File: src/rtl/omem_sched.sv
// ----------------------------------------------------------------------------
// omem_sched
//
// Purpose:
//   Scheduler in front of the single-port output memory. NUM_SPE SPEs request
//   either a store (potential+spike) or a fetch (previous-timestep residue).
//   Requests are granted round-robin, one transaction at a time. Each SPE owns
//   an interleaved address slice (SPE i writes i, i+NUM_SPE, ...). After
//   TOTAL stores a timestep is closed: a timestep-done packet is broadcast to
//   every destination PE, then the next timestep starts. After the last
//   timestep the block parks in DONE until reset.
//
// Ports:
//   clk, rst_n          clock (rising edge), asynchronous active-low reset
//   req_valid/req_ready per-SPE request handshake, ready is a one-hot grant
//   req_op              per SPE: 0 = store, 1 = fetch
//   req_data            per SPE {potential, spike}, SPE i at [i*(SUM_WIDTH+1) +: SUM_WIDTH+1]
//   mem_en/we/bank/addr/wdata/rdata   single-port memory interface
//   rsp_valid/rsp_ready/rsp_id/rsp_data  fetch response channel
//   bcast_valid/bcast_ready/bcast_dest   timestep-done broadcast channel
//   ts_out              current timestep, 1-based
//   done                all timesteps complete (level)
//   err                 sticky, an out-of-range access was attempted
// ----------------------------------------------------------------------------
module omem_sched #(
    parameter int NUM_SPE     = 5,
    parameter int OUTPUT_SIZE = 21,
    parameter int NUM_TS      = 2,
    parameter int NUM_DEST    = 11,
    parameter int SUM_WIDTH   = 13
) (
    input  logic                           clk,
    input  logic                           rst_n,
    input  logic [NUM_SPE-1:0]             req_valid,
    output logic [NUM_SPE-1:0]             req_ready,
    input  logic [NUM_SPE-1:0]             req_op,
    input  logic [NUM_SPE*(SUM_WIDTH+1)-1:0] req_data,
    output logic                           mem_en,
    output logic                           mem_we,
    output logic [3:0]                     mem_bank,
    output logic [8:0]                     mem_addr,
    output logic [SUM_WIDTH:0]             mem_wdata,
    input  logic [SUM_WIDTH-1:0]           mem_rdata,
    output logic                           rsp_valid,
    input  logic                           rsp_ready,
    output logic [2:0]                     rsp_id,
    output logic [SUM_WIDTH-1:0]           rsp_data,
    output logic                           bcast_valid,
    input  logic                           bcast_ready,
    output logic [3:0]                     bcast_dest,
    output logic [3:0]                     ts_out,
    output logic                           done,
    output logic                           err
);

    localparam int         TOTAL     = OUTPUT_SIZE * OUTPUT_SIZE;
    localparam int         DW        = SUM_WIDTH + 1;
    localparam logic [8:0] TOTAL_C   = 9'(TOTAL);
    localparam logic [8:0] STEP_C    = 9'(NUM_SPE);
    localparam logic [2:0] LAST_SPE  = 3'(NUM_SPE - 1);
    localparam logic [3:0] LAST_DEST = 4'(NUM_DEST - 1);
    localparam logic [3:0] LAST_TS   = 4'(NUM_TS);

    typedef enum logic [2:0] {
        S_ARB,
        S_EXEC,
        S_RDWAIT,
        S_RSP,
        S_BCAST,
        S_DONE
    } state_t;

    state_t                     state_q, state_d;
    logic [2:0]                 id_q, id_d;
    logic                       op_q, op_d;
    logic [DW-1:0]              data_q, data_d;
    logic [2:0]                 rr_last_q, rr_last_d;
    logic [NUM_SPE-1:0][8:0]    ptr_q, ptr_d;
    logic [8:0]                 store_cnt_q, store_cnt_d;
    logic [3:0]                 ts_q, ts_d;
    logic [3:0]                 dest_q, dest_d;
    logic [SUM_WIDTH-1:0]       rsp_data_q, rsp_data_d;
    logic [2:0]                 rsp_id_q, rsp_id_d;
    logic                       err_q, err_d;
    logic                       fetch_zero_q, fetch_zero_d;

    logic                       grant_found;
    logic [2:0]                 grant_id;
    logic [8:0]                 cur_ptr;
    logic                       in_range;

    // Round-robin search: scan the SPEs starting just after the last winner.
    always_comb begin
        grant_found = 1'b0;
        grant_id    = '0;
        for (int off = 1; off <= NUM_SPE; off++) begin
            if (!grant_found && req_valid[(int'(rr_last_q) + off) % NUM_SPE]) begin
                grant_found = 1'b1;
                grant_id    = 3'((int'(rr_last_q) + off) % NUM_SPE);
            end
        end
    end

    // The grant is only offered while arbitrating; other states leave requests pending.
    always_comb begin
        req_ready = '0;
        if (state_q == S_ARB && grant_found) begin
            req_ready[grant_id] = 1'b1;
        end
    end

    assign cur_ptr  = ptr_q[id_q];
    assign in_range = (cur_ptr < TOTAL_C);

    // Next-state logic for the scheduler and all its bookkeeping registers.
    always_comb begin
        state_d      = state_q;
        id_d         = id_q;
        op_d         = op_q;
        data_d       = data_q;
        rr_last_d    = rr_last_q;
        ptr_d        = ptr_q;
        store_cnt_d  = store_cnt_q;
        ts_d         = ts_q;
        dest_d       = dest_q;
        rsp_data_d   = rsp_data_q;
        rsp_id_d     = rsp_id_q;
        err_d        = err_q;
        fetch_zero_d = fetch_zero_q;

        case (state_q)
            S_ARB: begin
                if (grant_found) begin
                    id_d      = grant_id;
                    op_d      = req_op[grant_id];
                    data_d    = req_data[int'(grant_id)*DW +: DW];
                    rr_last_d = grant_id;
                    state_d   = S_EXEC;
                end
            end

            S_EXEC: begin
                if (!in_range) begin
                    err_d = 1'b1;
                    if (op_q) begin
                        fetch_zero_d = 1'b1;
                        state_d      = S_RDWAIT;
                    end else begin
                        state_d = S_ARB;
                    end
                end else if (!op_q) begin
                    ptr_d[id_q] = cur_ptr + STEP_C;
                    store_cnt_d = store_cnt_q + 9'd1;
                    if (store_cnt_q + 9'd1 == TOTAL_C) begin
                        state_d = (ts_q == LAST_TS) ? S_DONE : S_BCAST;
                    end else begin
                        state_d = S_ARB;
                    end
                end else begin
                    // Timestep 1 has no previous residue, so the answer is zero
                    // but still travels through RDWAIT to keep fetch latency uniform.
                    fetch_zero_d = (ts_q == 4'd1);
                    state_d      = S_RDWAIT;
                end
            end

            S_RDWAIT: begin
                rsp_data_d = fetch_zero_q ? '0 : mem_rdata;
                rsp_id_d   = id_q;
                state_d    = S_RSP;
            end

            S_RSP: begin
                if (rsp_ready) begin
                    state_d = S_ARB;
                end
            end

            S_BCAST: begin
                if (bcast_ready) begin
                    if (dest_q == LAST_DEST) begin
                        dest_d      = '0;
                        ts_d        = ts_q + 4'd1;
                        store_cnt_d = '0;
                        for (int i = 0; i < NUM_SPE; i++) begin
                            ptr_d[i] = 9'(i);
                        end
                        state_d = S_ARB;
                    end else begin
                        dest_d = dest_q + 4'd1;
                    end
                end
            end

            S_DONE: begin
                state_d = S_DONE;
            end

            default: begin
                state_d = S_ARB;
            end
        endcase
    end

    // State registers; reset drops any in-flight transaction immediately.
    always_ff @(posedge clk or negedge rst_n) begin
        if (!rst_n) begin
            state_q      <= S_ARB;
            id_q         <= '0;
            op_q         <= 1'b0;
            data_q       <= '0;
            rr_last_q    <= LAST_SPE;
            for (int i = 0; i < NUM_SPE; i++) begin
                ptr_q[i] <= 9'(i);
            end
            store_cnt_q  <= '0;
            ts_q         <= 4'd1;
            dest_q       <= '0;
            rsp_data_q   <= '0;
            rsp_id_q     <= '0;
            err_q        <= 1'b0;
            fetch_zero_q <= 1'b0;
        end else begin
            state_q      <= state_d;
            id_q         <= id_d;
            op_q         <= op_d;
            data_q       <= data_d;
            rr_last_q    <= rr_last_d;
            ptr_q        <= ptr_d;
            store_cnt_q  <= store_cnt_d;
            ts_q         <= ts_d;
            dest_q       <= dest_d;
            rsp_data_q   <= rsp_data_d;
            rsp_id_q     <= rsp_id_d;
            err_q        <= err_d;
            fetch_zero_q <= fetch_zero_d;
        end
    end

    // Output decode from registered state only; memory fields are zeroed when idle.
    always_comb begin
        mem_en    = 1'b0;
        mem_we    = 1'b0;
        mem_bank  = '0;
        mem_addr  = '0;
        mem_wdata = '0;
        if (state_q == S_EXEC && in_range) begin
            if (!op_q) begin
                mem_en    = 1'b1;
                mem_we    = 1'b1;
                mem_bank  = ts_q - 4'd1;
                mem_addr  = cur_ptr;
                mem_wdata = data_q;
            end else if (ts_q != 4'd1) begin
                mem_en   = 1'b1;
                mem_bank = ts_q - 4'd2;
                mem_addr = cur_ptr;
            end
        end
    end

    assign rsp_valid   = (state_q == S_RSP);
    assign rsp_id      = rsp_id_q;
    assign rsp_data    = rsp_data_q;
    assign bcast_valid = (state_q == S_BCAST);
    assign bcast_dest  = dest_q;
    assign ts_out      = ts_q;
    assign done        = (state_q == S_DONE);
    assign err         = err_q;

endmodule

File: config.mk
export PLATFORM = sky130hd
export DESIGN_NAME = omem_sched
export DESIGN_NICKNAME = d
export VERILOG_FILES = /design/src/rtl/omem_sched.sv
export SDC_FILE = /design/constraint.sdc
export NUM_CORES = 1
export LEC_CHECK = 0
export CELL_PAD_IN_SITES_DETAIL_PLACEMENT = 1
export CELL_PAD_IN_SITES_GLOBAL_PLACEMENT = 1
export CORE_MARGIN = 4
export CORE_UTILIZATION = 40
export CTS_CLUSTER_DIAMETER = 30
export DETAILED_ROUTE_END_ITERATION = 8
export GPL_ROUTABILITY_DRIVEN = 0
export PLACE_DENSITY = 0.88
export SLEW_MARGIN = 20
export SYNTH_ARGS = -nofsm -noshare
export SYNTH_HDL_FRONTEND = slang
export SYNTH_SLANG_ARGS = --single-unit
File: constraint.sdc
create_clock -name clk -period 13.2 [get_ports clk]
set_input_delay 3.96 -clock clk [delete_from_list [all_inputs] [get_ports clk]]
set_output_delay 3.96 -clock clk [all_outputs]
set_load 0.01 [all_outputs]
After elaboration in Yosys (flattened, before gate mapping) --
Index checks and enable logic that the tools add are counted.
Word-level totals: logic and storage cells 156, output and inout port bits 62, bits in registers 104, input port bits 97
Operators by class: $lt $le $gt $ge 10, muxes and demuxes 73, shift operators 1, add/subtract/negate cells 11, equal/unequal tests 16, divide/modulo/power cells 5, reductions and logical operators 21, bitwise operators 1, multiply operators 1
Operators with widths (number):
- 2-to-1 mux 45 bit | 4
- less-than comparator 32 x 5 -> 1 bit, second input constant | 5
- remainder unit 32 x 4 -> 32 bit, second input constant | 5
- case mux 45 bit (2 select lines) | 1
- 2-to-1 mux 9 bit | 9
- variable part select 70 x 8 -> 14 bit | 1
- bitwise mux 45 bit | 1
- 2-to-1 mux 3 bit | 12
- 2-to-1 mux 14 bit | 2
- binary-select mux 9 bit (select 3 bit) | 1
- demux 9 bit (select 3 bit) | 1
- 2-to-1 mux 1 bit | 26
- binary-select mux 1 bit (select 3 bit) | 6
- case mux 3 bit (6 select lines) | 1
- case mux 9 bit (2 select lines) | 1
- 2-to-1 mux 4 bit | 4
- 2-to-1 mux 13 bit | 1
- adder 9 x 1 -> 9 bit, second input constant | 1
- adder 9 x 3 -> 9 bit, second input constant | 1
- == test 9 bit, second input constant | 1
- less-than comparator 9 bit, second input constant | 1
- adder 3 x 2 -> 4 bit, second input constant | 2
- adder 3 x 3 -> 4 bit, second input constant | 2
- adder 4 x 1 -> 4 bit, second input constant | 2
- other kinds (27) | 48

Logic depth before layout (Yosys ltp) --
word-level depth 23, depth in mapped cells 23, mapped depth without buffers 21

Worst setup path before layout --
Ideal clock, no wire load.
path type input to output, start in req_valid[3], end out req_ready[0], required time 9.240 ns, slack 2.757 ns, cell stages on the path 13, arrival time 6.483 ns, buffers on the path 2, cells stage by stage clkbuf_1 > inv_1 > nor2_1 > o221a_2 > or3_1 > o31ai_4 > nand4_1 > nand2b_1 > o32a_1 > a21oi_2 > buf_2 > nand2_1 > nor2_1
On the way: word-level cells in the longest chain between the ends 21, elaborated cells on any way between the ends 40, classes of those cells order compare (2); mux (28); reduce/logical (10)
RTL lines:
- from (decl) | RTL line 34 | input logic [NUM_SPE-1:0] req_valid,
- binary-select mux 1 bit (select 3 bit) | RTL line 97 | if (!grant_found && req_valid[(int'(rr_last_q) + off) % NUM_SPE]) begin
- 2-to-1 mux 1 bit (not written as such) (2 in a row) | RTL line 97
- 2-to-1 mux 1 bit | RTL line 97
- logical NOT 1 bit | RTL line 97
- logical AND 1 bit | RTL line 97
- 2-to-1 mux 1 bit | RTL line 97
- logical NOT 1 bit | RTL line 97
- logical AND 1 bit | RTL line 97
- [... 4 more ...]
- logical NOT 1 bit | RTL line 97
- logical AND 1 bit | RTL line 97
- 2-to-1 mux 3 bit | RTL line 97
- less-than comparator 3 x 4 -> 1 bit (not written as such) / greater-or-equal comparator 3 x 1 -> 1 bit (equally long branches) | RTL line 108 | req_ready[grant_id] = 1'b1;
- logical AND 1 bit (not written as such) | RTL line 108
- 2-to-1 mux 1 bit (not written as such) | RTL line 108
- demux 1 bit (select 3 bit) | RTL line 108
- 2-to-1 mux 5 bit (*) | RTL line 107 | if (state_q == S_ARB && grant_found) begin
- to (decl) | RTL line 35 | output logic [NUM_SPE-1:0] req_ready,
Every way passes the cells marked *; elsewhere a longest branch is shown, timed or not. The select of a mux whose other input is x is not followed.

Worst setup path in the final report --
start in req_valid[3], end out req_ready[3]
The elaborated chain is that of the path after synthesis.

==> flow_summary.yaml <==
outcome:
  status: "finished clean"
critical_path:
  crit_required_ns: 9.24
  crit_arrival_ns: 7.84
  critPathLaunchType: "input pin"
  crit_type: "in -> out"
  end_kind: "output port"
  worst-path-max-fanout: 32
  rrSetupSlack_ns: 6.53
sta:
  layout_setup_ws_ns: 1.402
  fin_crit_ns: 11.80
  skew_ns: 0.01914
  rsz0062_at_grt: "no"
  tns_ns: 0
  worst_pin_slew_ns: 1.039
  setup-violations-final: 0
  finalCritPeriodShare_pct: 89.38
  timing.fmax_mhz: 84.76
  slew_headroom_pct: 30.49
  slew_viol_final: 0
  final_hold_viol_count: 0
cts:
  root_buffer: "clkbuf_16"
  cts_buffer_depth: 2
  cts_resized: 0
  clk_pin_slew_ns: 0.08
  cts_tree: "built"
  clkLatencyLatePin_ns: 0.36
  numCtsBuffers: 9
  holdBufCountCts: 0
  post-cts-setup-buffers: 0
  numClockSinks: 102
  htree_levels: 3
logic_synthesis:
  synth_top_area_cell: "dfrtp_1"
  yosysWarnings: 0
  synth-simple-area-share_pct: 22.29
  synthMuxAreaShare_pct: 5.181
  ys_async_sr_fraction_pct: 100.0
  synthAdderAreaFrac_pct: 6.153
  seq_area_frac_synth_pct: 32.63
  synth.distinct_cells: 80
  synth_nets: 1048
  synth_top_area_share_pct: 30.29
  ys.flop_type: "dfrtp_1"
  syn_inst: 913
  synth_area_sq_um: 7849
  synth_area_leaders: "dfrtp_1 30%, ha_1 5.9%, a22o_1 4.5%"
  syn_area_per_cell_sq_um: 8.597
  synth-compound-area-share_pct: 26.37
  synth_top_family_by_area: "compound AO/OA/AOI/OAI gates"
  synth_edf_count: 0
  ys_ff_latch: 102
  synth_xor_xnor_area_share_pct: 2.678
floorplanning:
  core-area_sq_um: 19020
  die_y_microns: 148.1
  die_x_microns: 148.1
  die-area_sq_um: 21930
  rows: 50
  ios: 159
  start_util_pct: 41.27
finish:
  antenna_cells: 0
  mostFrequentLayoutCells: "157 x clkdlybuf4s50_1, 94 x dfrtp_1, 88 x nand2_1, 73 x nor2_1, 54 x o21ai_0"
  final_common_cell: "clkdlybuf4s50_1"
  fin_nets: 1174
  fill_cells: 2269
  drive_gt1_share_pct: 6.992
  area_growth_pct: 26.06
placed_design:
  numPortBuffers: 158
  dp_worst_setup_slack_ns: 1.464
  dp.final_hpwl_microns: 19310
detailed_routing:
  drc: 0
  drt-vias-per-instance: 5.926
  ant_nets: 0
  vias: 7727
  drtPass1Iterations: 5
  wl_per_cell_microns: 20.54
  wl_microns: 26790
  first_iter_violations: 565
global_routing:
  overflow: 0
  grt_max_degree: 78
  antenna_found_initial: 0
  grt_pass1_vias: 7979
  grt_pass1_wl_microns: 43210
  grt_util_all_layers_pct: 24.14
hold_path:
  worstHoldPathType: "reg -> reg"
run:
  drv_cap: 0
==> worst paths after layout <==
kind / start / end / depth (start not counted)
min: err / err / 1
min reg2reg: err / err / 1
max reg2reg: id_q[1] / data_q[4] / 18
min in group asynchronous: rst_n / rsp_data[11] / 1
max: req_valid[3] / req_ready[3] / 13
max in group asynchronous: rst_n / id_q[0] / 2
==> through the flow <==
step | cell area (sq um) | util (%) | instances | hold slack, ns
after floorplan | 7849 | - | 913 | 0.4447
after detailed placement | 9617 | 50.57 | 1288 | 0.4558
after global routing | 9894 | 52.03 | 1304 | 0.5034
after CTS | 9891 | 52.01 | 1304 | 0.4743
final | 9894 | 52.03 | 1304 | 0.4712
after global placement | 9617 | 50.57 | 1288 | 0.4531
==> synth_stat cells, drive strengths merged (4+ instances only) <==
cell type / n
a21oi: 36
inv: 36
a22o: 40
nor4: 6
xor2: 8
o31ai: 9
ha: 37
nor4b: 5
nor3: 15
nor2b: 18
dfstp: 7
xnor2: 16
clkbuf: 36
a31oi: 11
a211oi: 9
nand2: 88
o211ai: 6
nand3b: 6
nand3: 46
a22oi: 9
a21o: 5
and2: 23
o21ai: 72
buf: 19
nor3b: 19
or2: 4
a221oi: 5
nand2b: 19
or3: 6
mux2: 20
dfrtp: 95
o211a: 4
nand4: 5
mux2i: 11
nor2: 74
o21a: 21
a21boi: 6
a41oi: 17
==> flip-flops by register name, indices dropped and copies added, names as in the netlist, 4 cells and up <==
name,count
bcast_dest,4
data_q,14
ptr_q,45
rsp_data,13
store_cnt_q,9
ts_out,4
==> final cells by class <==
type | instances | area (sq um) | share of cell area (%)
sequential | 102 | 2562 | 25.90
multi-input combinational | 720 | 4925 | 49.77
inverter | 36 | 135.1 | 1.366
clock buffer | 11 | 232.7 | 2.352
timing repair buffer | 170 | 1673 | 16.91
tap | 260 | 325.3 | 3.288
clock inverter | 5 | 41.29 | 0.4173
==> layer usage <==
metal | part of all wire [%] | track usage [%] | vias up
met5 | 0 | 0 | -
met4 | 2.7 | 7.945 | 0
met3 | 6.0 | 4.144 | 47
met2 | 48 | 40.53 | 294
met1 | 43 | 31.75 | 3790
li1 | - | - | 3596
==> worst max-delay path, stage by stage <==
cell	delay, ns
clkdlybuf4s50_1	0.60
inv_1	0.16
nor2_1	0.07
o221a_2	0.25
or3_1	0.36
o31ai_4	0.28
nand4_1	0.16
nand2b_1	0.29
nor4_4	0.31
buf_4	0.37
nor2_4	0.21
nor3_1	0.24
clkdlybuf4s50_1	0.57
==> cells by family (layout without fill, tap and decap cells) <==
group | after synthesis | count (layout)
buffers and inverters | 91 | 222
muxes | 33 | 33
adders and majority gates | 38 | 38
and+or+nand+nor | 343 | 343
xor gates and xnor gates | 24 | 24
AOI/OAI and AO/OA | 282 | 282
DFF | 102 | 102
Power is left out: the tool's default activity adds up to more than one toggle a clock period on the data nets, which glitch-free logic cannot reach.
